--- config.mk ---
export PLATFORM = sky130hd
export DESIGN_NAME = uart_mmio_ctrl
export DESIGN_NICKNAME = d
export VERILOG_FILES = /design/src/rtl/uart_mmio_ctrl.sv
export SDC_FILE = /design/constraint.sdc
export NUM_CORES = 1
export LEC_CHECK = 0
export CAP_MARGIN = 20
export CORE_AREA = 2 2 83 65
export CTS_BUF_LIST = sky130_fd_sc_hd__clkbuf_8
export DETAILED_ROUTE_END_ITERATION = 10
export DIE_AREA = 0 0 85 67
export PLACE_DENSITY = 0.87
export RECOVER_POWER = 25
export SLEW_MARGIN = 5
export SYNTH_ARGS = -nofsm -noshare
export SYNTH_HDL_FRONTEND = slang
export SYNTH_SLANG_ARGS = --single-unit
--- constraint.sdc ---
create_clock -name clk -period 6.1 [get_ports clk]
set_clock_uncertainty 0.2 [all_clocks]
set_input_delay 1.22 -clock clk [delete_from_list [all_inputs] [get_ports clk]]
set_output_delay 1.22 -clock clk [all_outputs]
set_load 0.1 [all_outputs]
--- src/rtl/uart_mmio_ctrl.sv ---
// Memory-mapped UART controller: a 16-byte register window on the core data bus,
// a TX launcher with a one-entry pending byte, a one-byte RX buffer and a status word.
// Optional interrupt output enabled by defining UART_MMIO_IRQ_EN.
module uart_mmio_ctrl #(
  parameter int                    ADDR_WIDTH = 32,
  parameter int                    DATA_WIDTH = 32,
  parameter logic [ADDR_WIDTH-1:0] BASE_ADDR  = 32'h1001_0000
) (
  input  logic                  clk,
  input  logic                  rst,
  input  logic [ADDR_WIDTH-1:0] bus_addr,
  input  logic [DATA_WIDTH-1:0] bus_wdata,
  input  logic                  bus_we,
  input  logic                  bus_re,
  output logic                  bus_hit,
  output logic [DATA_WIDTH-1:0] bus_rdata,
  output logic                  tx_start,
  output logic [7:0]            tx_data,
`ifdef UART_MMIO_IRQ_EN
  output logic                  irq,
`endif
  input  logic                  tx_done,
  input  logic                  rx_valid,
  input  logic [7:0]            rx_byte
);

  typedef enum logic [1:0] {
    TX_IDLE,
    TX_START,
    TX_WAIT
  } txState_e;

  txState_e   state_q;
  logic       txStart_q;
  logic [7:0] txData_q;
  logic [7:0] pendBuf_q;
  logic       txPending_q;
  logic       txOverflow_q;

  logic [7:0] rxBuf_q, rxBuf_d;
  logic       rxFull_q, rxFull_d;
  logic       rxOverrun_q, rxOverrun_d;

  logic       winHit;
  logic [1:0] regSel;
  logic       txWrite, ctrlWrite, rxRead, rxPop, busyWrite;
  logic [1:0] ieBits;
  logic [DATA_WIDTH-1:0] statusWord;
  logic       unusedBits;

  assign winHit    = (bus_addr[ADDR_WIDTH-1:4] == BASE_ADDR[ADDR_WIDTH-1:4]);
  assign regSel    = bus_addr[3:2];
  assign bus_hit   = winHit & (bus_we | bus_re);
  assign txWrite   = bus_we & winHit & (regSel == 2'd0);
  assign ctrlWrite = bus_we & winHit & (regSel == 2'd3);
  assign rxRead    = bus_re & winHit & (regSel == 2'd1);
  assign rxPop     = rxRead & rxFull_q;
  assign unusedBits = ^{bus_addr[1:0], bus_wdata};

  // A store while the launcher is busy goes to the pending slot, except when it
  // coincides with tx_done in TX_WAIT, where the FSM itself decides its fate.
  assign busyWrite = txWrite & (state_q != TX_IDLE) & ~((state_q == TX_WAIT) & tx_done);

  always_ff @(posedge clk) begin
    if (rst) begin
      state_q      <= TX_IDLE;
      txStart_q    <= 1'b0;
      txData_q     <= 8'h00;
      pendBuf_q    <= 8'h00;
      txPending_q  <= 1'b0;
      txOverflow_q <= 1'b0;
    end else begin
      txStart_q <= 1'b0;
      if (ctrlWrite && bus_wdata[4]) begin
        txOverflow_q <= 1'b0;
      end
      case (state_q)
        TX_IDLE: begin
          if (txWrite) begin
            txData_q  <= bus_wdata[7:0];
            txStart_q <= 1'b1;
            state_q   <= TX_START;
          end
        end
        TX_START: begin
          state_q <= TX_WAIT;
        end
        default: begin
          if (tx_done) begin
            if (txPending_q) begin
              txData_q  <= pendBuf_q;
              txStart_q <= 1'b1;
              state_q   <= TX_START;
              if (txWrite) begin
                pendBuf_q <= bus_wdata[7:0];
              end else begin
                txPending_q <= 1'b0;
              end
            end else if (txWrite) begin
              txData_q  <= bus_wdata[7:0];
              txStart_q <= 1'b1;
              state_q   <= TX_START;
            end else begin
              state_q <= TX_IDLE;
            end
          end
        end
      endcase
      if (busyWrite) begin
        if (!txPending_q) begin
          pendBuf_q   <= bus_wdata[7:0];
          txPending_q <= 1'b1;
        end else begin
          txOverflow_q <= 1'b1;
        end
      end
    end
  end

  // A pop in the same cycle as a new byte frees the slot for it, so no overrun.
  always_comb begin
    rxBuf_d     = rxBuf_q;
    rxFull_d    = rxFull_q;
    rxOverrun_d = rxOverrun_q;
    if (ctrlWrite && bus_wdata[3]) begin
      rxOverrun_d = 1'b0;
    end
    if (rx_valid) begin
      if (!rxFull_q || rxPop) begin
        rxBuf_d  = rx_byte;
        rxFull_d = 1'b1;
      end else begin
        rxOverrun_d = 1'b1;
      end
    end else if (rxPop) begin
      rxFull_d = 1'b0;
    end
  end

  always_ff @(posedge clk) begin
    if (rst) begin
      rxBuf_q     <= 8'h00;
      rxFull_q    <= 1'b0;
      rxOverrun_q <= 1'b0;
    end else begin
      rxBuf_q     <= rxBuf_d;
      rxFull_q    <= rxFull_d;
      rxOverrun_q <= rxOverrun_d;
    end
  end

`ifdef UART_MMIO_IRQ_EN
  logic rxIe_q, txIe_q, irq_q;

  always_ff @(posedge clk) begin
    if (rst) begin
      rxIe_q <= 1'b0;
      txIe_q <= 1'b0;
      irq_q  <= 1'b0;
    end else begin
      if (ctrlWrite) begin
        rxIe_q <= bus_wdata[0];
        txIe_q <= bus_wdata[1];
      end
      irq_q <= (rxFull_q & rxIe_q) |
               ((state_q == TX_IDLE) & ~txPending_q & txIe_q);
    end
  end

  assign irq    = irq_q;
  assign ieBits = {txIe_q, rxIe_q};
`else
  assign ieBits = 2'b00;
`endif

  assign statusWord = {{(DATA_WIDTH-7){1'b0}}, ieBits, txOverflow_q, rxOverrun_q,
                       rxFull_q, txPending_q, (state_q != TX_IDLE)};

  always_comb begin
    bus_rdata = '0;
    if (bus_re && winHit) begin
      case (regSel)
        2'd1:    bus_rdata = {{(DATA_WIDTH-8){1'b0}}, rxBuf_q};
        2'd2:    bus_rdata = statusWord;
        default: bus_rdata = '0;
      endcase
    end
  end

  assign tx_start = txStart_q;
  assign tx_data  = txData_q;

endmodule

==> flow_summary_export.csv <==
group,metric,value,unit
finish,layout_commonest_cell,"clkdlybuf4s50_1",
yosys,synth_area_per_cell,8.786,um^2
finish,fin_nets,375,
clocking,clock_latency,0.28,ns
clocking,postCtsSetupBuffers,0,
pwr,power_density,187.2,nW/um^2
sta,fin_setup_tns,0,ns
sta,setup_viol_count_final,0,
grt,grt_start_max_net_pins,37,
clocking,clockBufferDepth,2,
sta,hold_viol,0,
sta,holdWs,0.2621,ns
sta,worst_slew_pin_slew,0.9944,ns
sta,rsz0062_at_grt,"no",
clocking,cts_made_buffers,5,
grt,antenna_found_initial,0,
die,fp-row-count,22,
sta,maxSlewViolCount,0,
clocking,cts_root_buf,"clkbuf_8",
placement,hpwlAfterDp,3567,um
placement,gp_congestion,0.8196,
clocking,cts_tree,"done",
grt,grt_pass1_wl,8004,um
worst_setup_path,crit_chain,"dlygate4sd3_1, nor4_1, nand3_1, or3_1, nor2_1, buf_4",
worst_setup_path,max_stage_delay,0.53,ns
min_path,min_to,"rxBuf_q[7]",
worst_setup_path,ff2ff_path_depth,4,
die,die_w,85,um
die,initial_utilization,41.40,%
clocking,clk_pin_slew,0.07,ns
finish,drive_gt1_share,9.556,%
status,status,"complete, no violations",
min_path,hold_start,"rxBuf_q[7]",
yosys,synthCells,227,
flow_run,drv_cap,0,
clocking,ctsResizeCount,0,
pwr,finalPower,0.0005032,W
pwr,leakage,1.019,nW
die,core,4817,um^2
grt,grt_use_total,17.31,%
worst_setup_path,critPathArrivalTime,3.57,ns
finish,ff_latch_area,620.6,um^2
worst_setup_path,crit_type,"input pin to output pin",
yosys,synth-seq-cells,31,
worst_setup_path,r2r_setup_slack,4.36,ns
worst_setup_path,worstPathMaxFanout,7,
finish,num-fill-cells,416,
sta,slew_headroom,33.49,%
worst_setup_path,r2r-start,"txPending_q",
sta,max_freq,200.4,MHz
detailed_routing,drc,0,
finish,utilization,55.79,%
detailed_routing,num_vias,1900,
worst_setup_path,cp_data_required_time,4.68,ns
min_path,hold_depth,2,
detailed_routing,routed_wirelength,4887,um
grt,first_global_vias,1814,
grt,grt_overflow,0,
detailed_routing,dr.first_iter.drc_count,180,
die,die_area,5695,um^2
die,io_pins,120,
clocking,cts-hold-fix-buffers,0,
clocking,clock_sinks,31,
worst_setup_path,setup.worst_path.end_class,"output pin",
detailed_routing,detail-route-antenna-nets,0,
placement,place_area,2600,um^2
yosys,seq_area_frac_synth,31.12,%
die,die_h,67,um
placement,portBuffers,69,
pwr,max-vdd-ir-drop,128.0,uV
sta,period_needed,4.989,ns
min_path,hp-class,"flop to flop",
finish,diodes,0,
worst_setup_path,r2r_end,"pendBuf_q[4]",
worst_setup_path,cpMaxStageDelayCell,"dlygate4sd3_1",
finish,multi_input_area,1202,um^2
worst_setup_path,worstSetupStartpointType,"input pin",
finish,area_growth,34.76,%
finish,final_area,2688,um^2
yosys,yosys_warnings,0,
clocking,h-tree-depth,2,
detailed_routing,viasPerCell,5.382,
yosys,synthDistinctLibCells,40,
yosys,syn-cell-area,1994,um^2
detailed_routing,wl_per_cell,13.84,um
sta,finalCritPeriodShare,81.79,%
finish,final_cell_mix,"51 x clkdlybuf4s50_1, 38 x nand2_1, 31 x dfxtp_1",
detailed_routing,drtPass1Iterations,4,
worst max-delay path by stage:
| stage | from | to | slack, ns | depth (start not counted) |
|---|---|---|---|---|
| final | bus_addr[22] | bus_rdata[0] | 1.11 | 6 |
| after global routing | bus_addr[22] | bus_rdata[0] | 0.89 | 6 |
| after CTS | bus_addr[21] | bus_rdata[0] | 1.22 | 6 |
| after detailed placement | bus_addr[21] | bus_rdata[0] | 1.23 | 6 |
| after global placement | bus_addr[21] | bus_rdata[1] | 1.24 | 6 |
| after floorplan | bus_addr[21] | bus_rdata[0] | 1.10 | 4 |
per-layer routing:
layer | GRT usage (%) | up-vias | part of all wire [%]
li1 | - | 922 | -
met1 | 20.24 | 887 | 42
met2 | 31.35 | 83 | 49
met3 | 4.337 | 8 | 7.6
met4 | 5.159 | 0 | 1.5
met5 | 0 | - | 0
Yosys cell counts:
library cell / number / share of area (%)
a32oi_1: 9 / 4.0
buf_6: 1 / 0.56
o311ai_0: 1 / 0.44
and2_1: 2 / 0.63
mux2i_1: 16 / 8.0
clkinv_1: 1 / 0.19
or2_1: 1 / 0.31
o211ai_1: 8 / 3.0
o32ai_4: 1 / 1.4
a22oi_1: 5 / 1.9
nor2_1: 7 / 1.3
nor4b_2: 1 / 0.75
nor3_1: 3 / 0.75
o32ai_1: 1 / 0.44
o21a_1: 3 / 1.1
or3_1: 1 / 0.31
a31oi_1: 1 / 0.31
nand3_1: 12 / 3.0
buf_4: 25 / 9.4
a21oi_1: 3 / 0.75
nand4_4: 1 / 1.1
nand4_1: 1 / 0.31
nand2b_1: 10 / 3.1
inv_1: 6 / 1.1
nor4_4: 3 / 3.2
ha_1: 4 / 2.5
dfxtp_1: 31 / 31
or2_2: 1 / 0.31
nor4_1: 3 / 0.94
nor4b_4: 1 / 1.2
nand2_1: 38 / 7.2
o221a_2: 2 / 1.1
o2111ai_1: 8 / 3.5
and3_1: 4 / 1.3
o41ai_1: 1 / 0.44
o31ai_1: 1 / 0.38
nor3_4: 1 / 0.82
clkbuf_1: 6 / 1.1
buf_2: 2 / 0.50
conb_1: 1 / 0.19
per-stage QoR:
stage / std cells / setup slack, ns
finish: 353 / 1.111
global route: 353 / 0.8950
CTS: 353 / 1.217
detailed placement: 346 / 1.226
global placement: 346 / 1.237
floorplan: 250 / 1.098
sequential cells by signal, indices dropped and copies added (netlist names):
| name | count |
|---|---|
| pendBuf_q | 8 |
| rxBuf_q | 8 |
| rxFull_q | 1 |
| rxOverrun_q | 1 |
| state_q | 2 |
| txOverflow_q | 1 |
| txPending_q | 1 |
| tx_data | 8 |
| tx_start | 1 |
cell type report:
| type | count | area share, % |
|---|---|---|
| inverters | 7 | 0.9777 |
| multi-input cells | 178 | 44.74 |
| well taps | 60 | 2.793 |
| clock inverters | 1 | 0.1862 |
| repair buffers | 70 | 25.14 |
| clock buffers | 6 | 3.073 |
| flip-flops and latches | 31 | 23.09 |
kinds of logic (layout without fill, tap and decap cells):
logic type	count (synthesis)	count (layout)	share of synthesized area, %
compound gates	44	44	18.76
fa+ha+maj	4	4	2.510
buf+inv	41	84	12.92
flops	31	31	31.12
mux	16	16	8.030
other cells	1	24	0.1880
simple gates	90	90	26.47
power breakdown:
group	internal, W	switching (W)
Clock	0.0000884	0.0000748
Sequential	0.000207	0.00000269
Combinational	0.0000398	0.0000907
Total	0.000335	0.000168
critical path: cells and delay by family:
family	cells	cell delay, ns
and+or+nand+nor	4	1.50
buffers and inverters	2	0.84
Power figures use the tool's default switching activity.
